$ cat config.mk
export PLATFORM = sky130hd
export DESIGN_NAME = imem_fetch_sequencer_flat
export DESIGN_NICKNAME = d
export VERILOG_FILES = /design/src/rtl/imem_fetch_sequencer_if.sv /design/src/rtl/imem_fetch_sequencer.sv /design/src/flat_wrapper.sv
export SDC_FILE = /design/constraint.sdc
export NUM_CORES = 1
export LEC_CHECK = 0
export ABC_AREA = 1
export BUFFER_PORTS_ARGS = -buffer_cell sky130_fd_sc_hd__buf_2
export CAP_MARGIN = 30
export CORE_MARGIN = 3
export CORE_UTILIZATION = 45
export DETAILED_ROUTE_END_ITERATION = 10
export PLACE_DENSITY = 0.68
export SYNTH_ARGS = -nofsm -noshare
export SYNTH_HDL_FRONTEND = slang
export SYNTH_SLANG_ARGS = --single-unit
export TNS_END_PERCENT = 20
$ cat constraint.sdc
create_clock -name clk -period 7 [get_ports clk]
set_input_delay 1.4 -clock clk [delete_from_list [all_inputs] [get_ports clk]]
set_output_delay 1.4 -clock clk [all_outputs]
set_load 0.05 [all_outputs]
$ cat src/rtl/imem_fetch_sequencer_if.sv
// Fetch sequencer bus: instruction-memory port, redirect/halt control and the
// decode-side valid/ready handshake.
interface imem_fetch_sequencer_if #(
  parameter int DATA_WIDTH = 32,
  parameter int ADDR_WIDTH = 10
);
  logic [ADDR_WIDTH-1:0] mem_addr;
  logic                  mem_rd_en;
  logic [DATA_WIDTH-1:0] mem_data;
  logic                  redirect_valid;
  logic [ADDR_WIDTH-1:0] redirect_addr;
  logic                  halt;
  logic                  instr_valid;
  logic [DATA_WIDTH-1:0] instr_data;
  logic [ADDR_WIDTH-1:0] instr_pc;
  logic                  instr_ready;
  logic                  busy;

  modport master (
    output mem_addr, mem_rd_en, instr_valid, instr_data, instr_pc, busy,
    input  mem_data, redirect_valid, redirect_addr, halt, instr_ready
  );

  modport slave (
    input  mem_addr, mem_rd_en, instr_valid, instr_data, instr_pc, busy,
    output mem_data, redirect_valid, redirect_addr, halt, instr_ready
  );
endinterface

$ cat src/rtl/imem_fetch_sequencer.sv
// Instruction fetch sequencer: issues sequential reads to a one-cycle-latency
// instruction memory and buffers returned words in a small prefetch queue.
module imem_fetch_sequencer #(
  parameter int                    DATA_WIDTH  = 32,
  parameter int                    ADDR_WIDTH  = 10,
  parameter int                    QUEUE_DEPTH = 2,
  parameter logic [ADDR_WIDTH-1:0] RESET_PC    = '0
) (
  input  logic                   clk,
  input  logic                   rst_n,
  imem_fetch_sequencer_if.master bus
);

  localparam int PTR_W = $clog2(QUEUE_DEPTH);
  localparam int CNT_W = PTR_W + 1;
  localparam int OCC_W = CNT_W + 1;

  logic [ADDR_WIDTH-1:0] fetch_pc;
  logic                  inflight;
  logic [ADDR_WIDTH-1:0] inflight_pc;
  logic [CNT_W-1:0]      count;
  logic [PTR_W-1:0]      rd_ptr;
  logic [PTR_W-1:0]      wr_ptr;
  logic [DATA_WIDTH-1:0] q_data [QUEUE_DEPTH];
  logic [ADDR_WIDTH-1:0] q_pc   [QUEUE_DEPTH];

  logic             q_nonempty;
  logic             pop;
  logic             issue;
  logic             squash;
  logic             ret_wr;
  logic [OCC_W-1:0] occ;

  always_comb begin
    q_nonempty = (count != '0);
    pop        = q_nonempty & bus.instr_ready;
    occ        = OCC_W'(count) + OCC_W'(inflight) - OCC_W'(pop);
    issue      = rst_n & ~bus.halt & ~bus.redirect_valid
                 & (occ < OCC_W'(QUEUE_DEPTH));
    // With one-cycle latency the in-flight word is on mem_data during the
    // redirect cycle itself, so the squash kills that return directly.
    squash     = bus.redirect_valid;
    ret_wr     = inflight & ~squash;
  end

  assign bus.mem_addr    = fetch_pc;
  assign bus.mem_rd_en   = issue;
  assign bus.instr_valid = q_nonempty;
  assign bus.instr_data  = q_nonempty ? q_data[rd_ptr] : '0;
  assign bus.instr_pc    = q_nonempty ? q_pc[rd_ptr]   : '0;
  assign bus.busy        = inflight | q_nonempty;

  always_ff @(posedge clk or negedge rst_n) begin
    if (!rst_n) begin
      fetch_pc    <= RESET_PC;
      inflight    <= 1'b0;
      inflight_pc <= '0;
      count       <= '0;
      rd_ptr      <= '0;
      wr_ptr      <= '0;
    end else begin
      inflight <= issue;
      if (issue) begin
        inflight_pc <= fetch_pc;
        fetch_pc    <= fetch_pc + 1'b1;
      end
      if (bus.redirect_valid) begin
        fetch_pc <= bus.redirect_addr;
        count    <= '0;
        rd_ptr   <= '0;
        wr_ptr   <= '0;
      end else begin
        if (pop)    rd_ptr <= rd_ptr + 1'b1;
        if (ret_wr) wr_ptr <= wr_ptr + 1'b1;
        count <= count + CNT_W'(ret_wr) - CNT_W'(pop);
      end
    end
  end

  always_ff @(posedge clk) begin
    if (ret_wr) begin
      q_data[wr_ptr] <= bus.mem_data;
      q_pc[wr_ptr]   <= inflight_pc;
    end
  end

endmodule

$ cat src/flat_wrapper.sv
// flat-port wrapper written by rule: the top's interface ports become plain ports
module imem_fetch_sequencer_flat 
#(
  parameter int                    DATA_WIDTH  = 32,
  parameter int                    ADDR_WIDTH  = 10,
  parameter int                    QUEUE_DEPTH = 2,
  parameter logic [ADDR_WIDTH-1:0] RESET_PC    = '0
)
  (clk, rst_n, bus_mem_addr, bus_mem_rd_en, bus_instr_valid, bus_instr_data, bus_instr_pc, bus_busy, bus_mem_data, bus_redirect_valid, bus_redirect_addr, bus_halt, bus_instr_ready);
  imem_fetch_sequencer_if #(.DATA_WIDTH(DATA_WIDTH), .ADDR_WIDTH(ADDR_WIDTH)) bus_i ();
  input  logic clk;
  input  logic rst_n;
  output wire logic [$bits(bus_i.mem_addr)-1:0] bus_mem_addr;
  output wire logic [$bits(bus_i.mem_rd_en)-1:0] bus_mem_rd_en;
  output wire logic [$bits(bus_i.instr_valid)-1:0] bus_instr_valid;
  output wire logic [$bits(bus_i.instr_data)-1:0] bus_instr_data;
  output wire logic [$bits(bus_i.instr_pc)-1:0] bus_instr_pc;
  output wire logic [$bits(bus_i.busy)-1:0] bus_busy;
  input wire logic [$bits(bus_i.mem_data)-1:0] bus_mem_data;
  input wire logic [$bits(bus_i.redirect_valid)-1:0] bus_redirect_valid;
  input wire logic [$bits(bus_i.redirect_addr)-1:0] bus_redirect_addr;
  input wire logic [$bits(bus_i.halt)-1:0] bus_halt;
  input wire logic [$bits(bus_i.instr_ready)-1:0] bus_instr_ready;
  assign bus_mem_addr = bus_i.mem_addr;
  assign bus_mem_rd_en = bus_i.mem_rd_en;
  assign bus_instr_valid = bus_i.instr_valid;
  assign bus_instr_data = bus_i.instr_data;
  assign bus_instr_pc = bus_i.instr_pc;
  assign bus_busy = bus_i.busy;
  assign bus_i.mem_data = bus_mem_data;
  assign bus_i.redirect_valid = bus_redirect_valid;
  assign bus_i.redirect_addr = bus_redirect_addr;
  assign bus_i.halt = bus_halt;
  assign bus_i.instr_ready = bus_instr_ready;
  imem_fetch_sequencer #(.DATA_WIDTH(DATA_WIDTH), .ADDR_WIDTH(ADDR_WIDTH), .QUEUE_DEPTH(QUEUE_DEPTH), .RESET_PC(RESET_PC)) u_core (.clk(clk), .rst_n(rst_n), .bus(bus_i));
endmodule
# After elaboration in Yosys (flattened, before gate mapping)
# Memory sizes are Yosys's and may differ from the RTL's.
# Cells that the tools add are included.
# totals
reg_bits	25
mem_bits_rw	84
out_inout_bits	55
elab_cells	39
mem_count	2
# classes
n_addsub	7
n_lt_le_gt_ge	1
muxes	11
n_bitwise	8
reduce_logical	4
# memory_table
name	words	width	read_ports	rd_clocked_by_memory_dff	wr	line	text
u_core.q_data	2	32	1	0	1	imem_fetch_sequencer.sv:24	logic [DATA_WIDTH-1:0] q_data [QUEUE_DEPTH];
u_core.q_pc	2	10	1	0	1	imem_fetch_sequencer.sv:25	logic [ADDR_WIDTH-1:0] q_pc [QUEUE_DEPTH];
# op_table
cell	n
$mux W32	1
$mux W10	3
$add A10 B1 Y10 const B	1
$reduce_bool A2 Y1	4
$mux W1	6
$and A1 B1 Y1	5
$add A2 B1 Y3	1
$lt A3 B2 Y1 const B	1
$sub A3 B1 Y3	1
$add A1 B1 Y1 const B	2
$add A2 B1 Y2	1
$mux W2	1
$not A1 Y1	2
$sub A2 B1 Y2	1
$or A1 B1 Y1	1

# Depth between registers and ports, before layout
# depth
depth_word	7
depth_mapped	15
depth_no_buf	14

# Worst setup path before layout
# No wires, ideal clock.
# synth_timing
kind	input -> output
startpoint	input bus_instr_ready
endpoint	output bus_mem_rd_en
arrival_time_ns	2.870
setup_slack_ns	2.730
cell_stages	11
path_cell_list	inv_1 > nor2_2 > inv_2 > nor2_1 > o21ai_1 > fa_1 > nand2_1 > nor2_2 > nand2_2 > inv_2 > buf_4
# synth_via
elab_chain_len	4
# synth_lines
element	line	text
from (decl)	flat_wrapper.sv:23	input wire logic [$bits(bus_i.instr_ready)-1:0] bus_instr_ready;
$and A1 B1 Y1	imem_fetch_sequencer.sv:36	pop = q_nonempty & bus.instr_ready;
$sub A3 B1 Y3	imem_fetch_sequencer.sv:37	occ = OCC_W'(count) + OCC_W'(inflight) - OCC_W'(pop);
$lt A3 B2 Y1	imem_fetch_sequencer.sv:39	& (occ < OCC_W'(QUEUE_DEPTH));
$and A1 B1 Y1	imem_fetch_sequencer.sv:39	
to (decl)	flat_wrapper.sv:14	output wire logic [$bits(bus_i.mem_rd_en)-1:0] bus_mem_rd_en;
# Every way passes these cells.

# Worst setup path after layout
# Same ends and word-level chain as after synthesis.

==> results.md <==
* RSZ-0062 raised after global routing: no
* Most common cell in the netlist: nand2_1
* HP Class: register to register
* Syn Inst Count at 402
* CP Data Required Time at 5.60 ns
* Residual DRC at 0
* Die Wd at 105 um
* Clk_lat worst skew at 0.36 ns
* Area of the multi-input gates at 1120 um^2
* GR Overflow Total at 0
* Cells on Worst Hold Path at 0
* DRT antenna net count at 0
* GRT Util Overall at 0.164
* Initial DRC Count at 194
* Commonest cells in the netlist: nand2_1 (137), edfxtp_1 (84), a21oi_1 (43)
* Yosys top cell area share at 0.567
* Status: finished clean
* Yosys top cell by area: edfxtp_1
* Reg clk slew, reported paths at 0.10 ns
* CTS Buffer Depth at 2
* Number of hold buffers added after CTS at 0
* Synth area leaders: edfxtp_1 (57%), dfrtp_1 (14%), nand2_1 (12%)
* CP bufs+invs at 5
* Largest stage delay, worst path at 0.49 ns
* Slew headroom at 0.507
* Int Pwr at 0.000997 W
* Slowest-stage cell, CP: fa_1
* VDD IR max at 108 uV
* Hold path startpoint: u_core.inflight_pc[3]$_DFFE_PN0P_
* Power per Cell Area at 251 nW/um^2
* Worst path arrival time at 3.68 ns
* Period utilisation layout at 0.726
* I/O pin count at 102
* Pre-CTS setup slack at 1.89 ns
* Hpwl dp at 5.66 mm
* Pleak at 2.31 nW
* Sw Share at 0.251
* Crit-path leading delay family: simple AND/OR/NAND/NOR gates
* Crit-path cells: buf_2 > inv_1 > nor2_2 > inv_2 > nor2_1 > o21ai_1 > fa_1 > nand2_1 > nor2_2 > nand2_2 > inv_2 > buf_2
* DRT Wirelength at 8.92 mm
* First-pass GRT wire length at 14.6 mm
* Clock Sinks at 109
* Clock root buffer: clkbuf_8
* Nets at 549
* Via count at 3100
* Syn avg cell area at 11.1 um^2
* NetSw at 0.000334 W
* Max Fclk at 197 MHz
* Initial Util at 0.473
* Max-Cap Viols at 0
* Post-cts gate resize count at 0
* Core area at 9420 um^2
* Crit start category: input port
* Synth async-reset ratio at 0.229
* Synth cell types at 21
* Origin of the critical flop-to-flop path: u_core.count[1]$_DFF_PN0_
* Routability cong. at 0.769
* Worst-Margin Slew at 0.738 ns
* H-Tree Depth at 3
* Area Overhead vs Synth at 19.4%
* Crit. End Element: output pin
* Register area share after synthesis at 0.708
* Post-synth EDFFs at 84
* Post-CTS Repair Setup Buffers at 0
* Comb power frac at 0.115
* Synth warn at 0
* First-pass iteration count of the detailed router at 4
* Final Critical Period at 5.08 ns
* Slew Viols, Final at 0
* # rows at 35
* Hold path endpoint: u_core.q_pc[0][3]$_DFFE_PP_
* Mapped Area at 4450 um^2
* Primary FF master, synth: edfxtp_1
* Clock Power Share at 0.318
* Final TNS setup at 0 ns
* Fillers at 814
* Routed WL per cell at 14.1 um
* Die span in y at 105 um
* Die area at 11100 um^2
* Type of the worst setup path: input port to output pin
* Diodes inserted at 0
* Port-buffer cells at 101
* Reg2reg setup slack at 4.29 ns
* Worst R2R End: u_core.bus.mem_addr[0]$_DFFE_PN0P_
* Reg area at 3150 um^2
* Number of synthesized register bits at 109
* Initial antenna violation count at 0
* Largest net degree at the start of global routing at 45
* Final setup vio count at 0
* CP max FO at 31
* Synth Net Count at 452
* Final hold vios at 0
* R2R depth at 13
* TritonCTS clock tree: yes
* Share of post-route cells with drive strength above 1 at 0.262
* CTS buffer count at 9
* Clk_skew at 0.0136 ns
* Reg power frac at 0.567
* Vias per cell at 4.90
* Setup ws final at 1.92 ns
* Vias in the first global route at 3081
cell type report:
| type | instances | share of cell area |
|---|---|---|
| clock inverters | 4 | 0.0146 |
| clock buffers | 12 | 0.0292 |
| inverters | 26 | 0.0184 |
| multi-input cells | 248 | 0.212 |
| flip-flops and latches | 109 | 0.593 |
| well taps | 129 | 0.0304 |
| repair buffers | 105 | 0.103 |
layer usage:
metal,up-vias,routed length [um],GRT usage
li1,1550,-,-
met3,10,561,0.0306
met1,1437,4050,0.213
met2,103,4230,0.282
met5,-,0,0
met4,0,85,0.0431
cells by family after synthesis:
logic type / count (synthesis) / share of synthesized area
buffers and inverters: 45 / 0.0442
DFF: 109 / 0.708
and+or+nand+nor: 184 / 0.166
xor gates and xnor gates: 2 / 0.00394
adders and majority gates: 3 / 0.0101
AOI/OAI and AO/OA: 59 / 0.0681
how the worst max path moves through the flow:
stage	start	endpoint	slack (ns)	cells after the start
floorplan	bus_instr_ready	bus_mem_rd_en	2.73	11
global placement	bus_instr_ready	bus_mem_rd_en	1.99	12
global route	bus_instr_ready	bus_mem_rd_en	1.68	12
CTS	bus_instr_ready	bus_mem_rd_en	1.88	12
finish	bus_instr_ready	bus_mem_rd_en	1.92	12
detailed placement	bus_instr_ready	bus_mem_rd_en	1.89	12
stage by stage:
step | util | area (um^2) | total power [W] | instances | hold WS, ns
6_report | 0.564 | 5310 | 0.00133 | 633 | 0.487
5_1_grt | 0.564 | 5310 | 0.00139 | 633 | 0.511
4_1_cts | 0.564 | 5310 | 0.00134 | 633 | 0.488
3_5_place_dp | 0.540 | 5080 | 0.000923 | 617 | 0.464
3_3_place_gp | 0.537 | 5060 | 0.000917 | 616 | 0.451
2_1_floorplan | - | 4450 | 0.000871 | 402 | 0.442
power groups by stage:
| stage | Combinational, W | Clock, W | Sequential [W] |
|---|---|---|---|
| floorplan | 0.0000840 | 0 | 0.000787 |
| global placement | 0.000150 | 0 | 0.000767 |
| detailed placement | 0.000154 | 0 | 0.000769 |
| CTS | 0.000155 | 0.000434 | 0.000755 |
| global route | 0.000170 | 0.000460 | 0.000760 |
| finish | 0.000153 | 0.000423 | 0.000755 |
cells in the final DEF (no fill, tap or decap), drive strengths merged:
cell,n
fa,1
o211ai,1
clkbuf,12
nor2,16
xnor2,1
inv,28
a21oi,43
buf,105
dfrtp,25
edfxtp,84
nand3,29
ha,2
o21ai,15
bufinv,2
xor2,1
nand4,1
nand2,138
registers in the layout, indices dropped and copies added, names as in the netlist:
name	flops
u_core.inflight_pc	10
u_core.rd_ptr	1
u_core.count	2
u_core.wr_ptr	1
u_core.q_pc	20
u_core.inflight	1
u_core.q_data	64
u_core.bus.mem_addr	10
(Power assumes the default switching activity.)
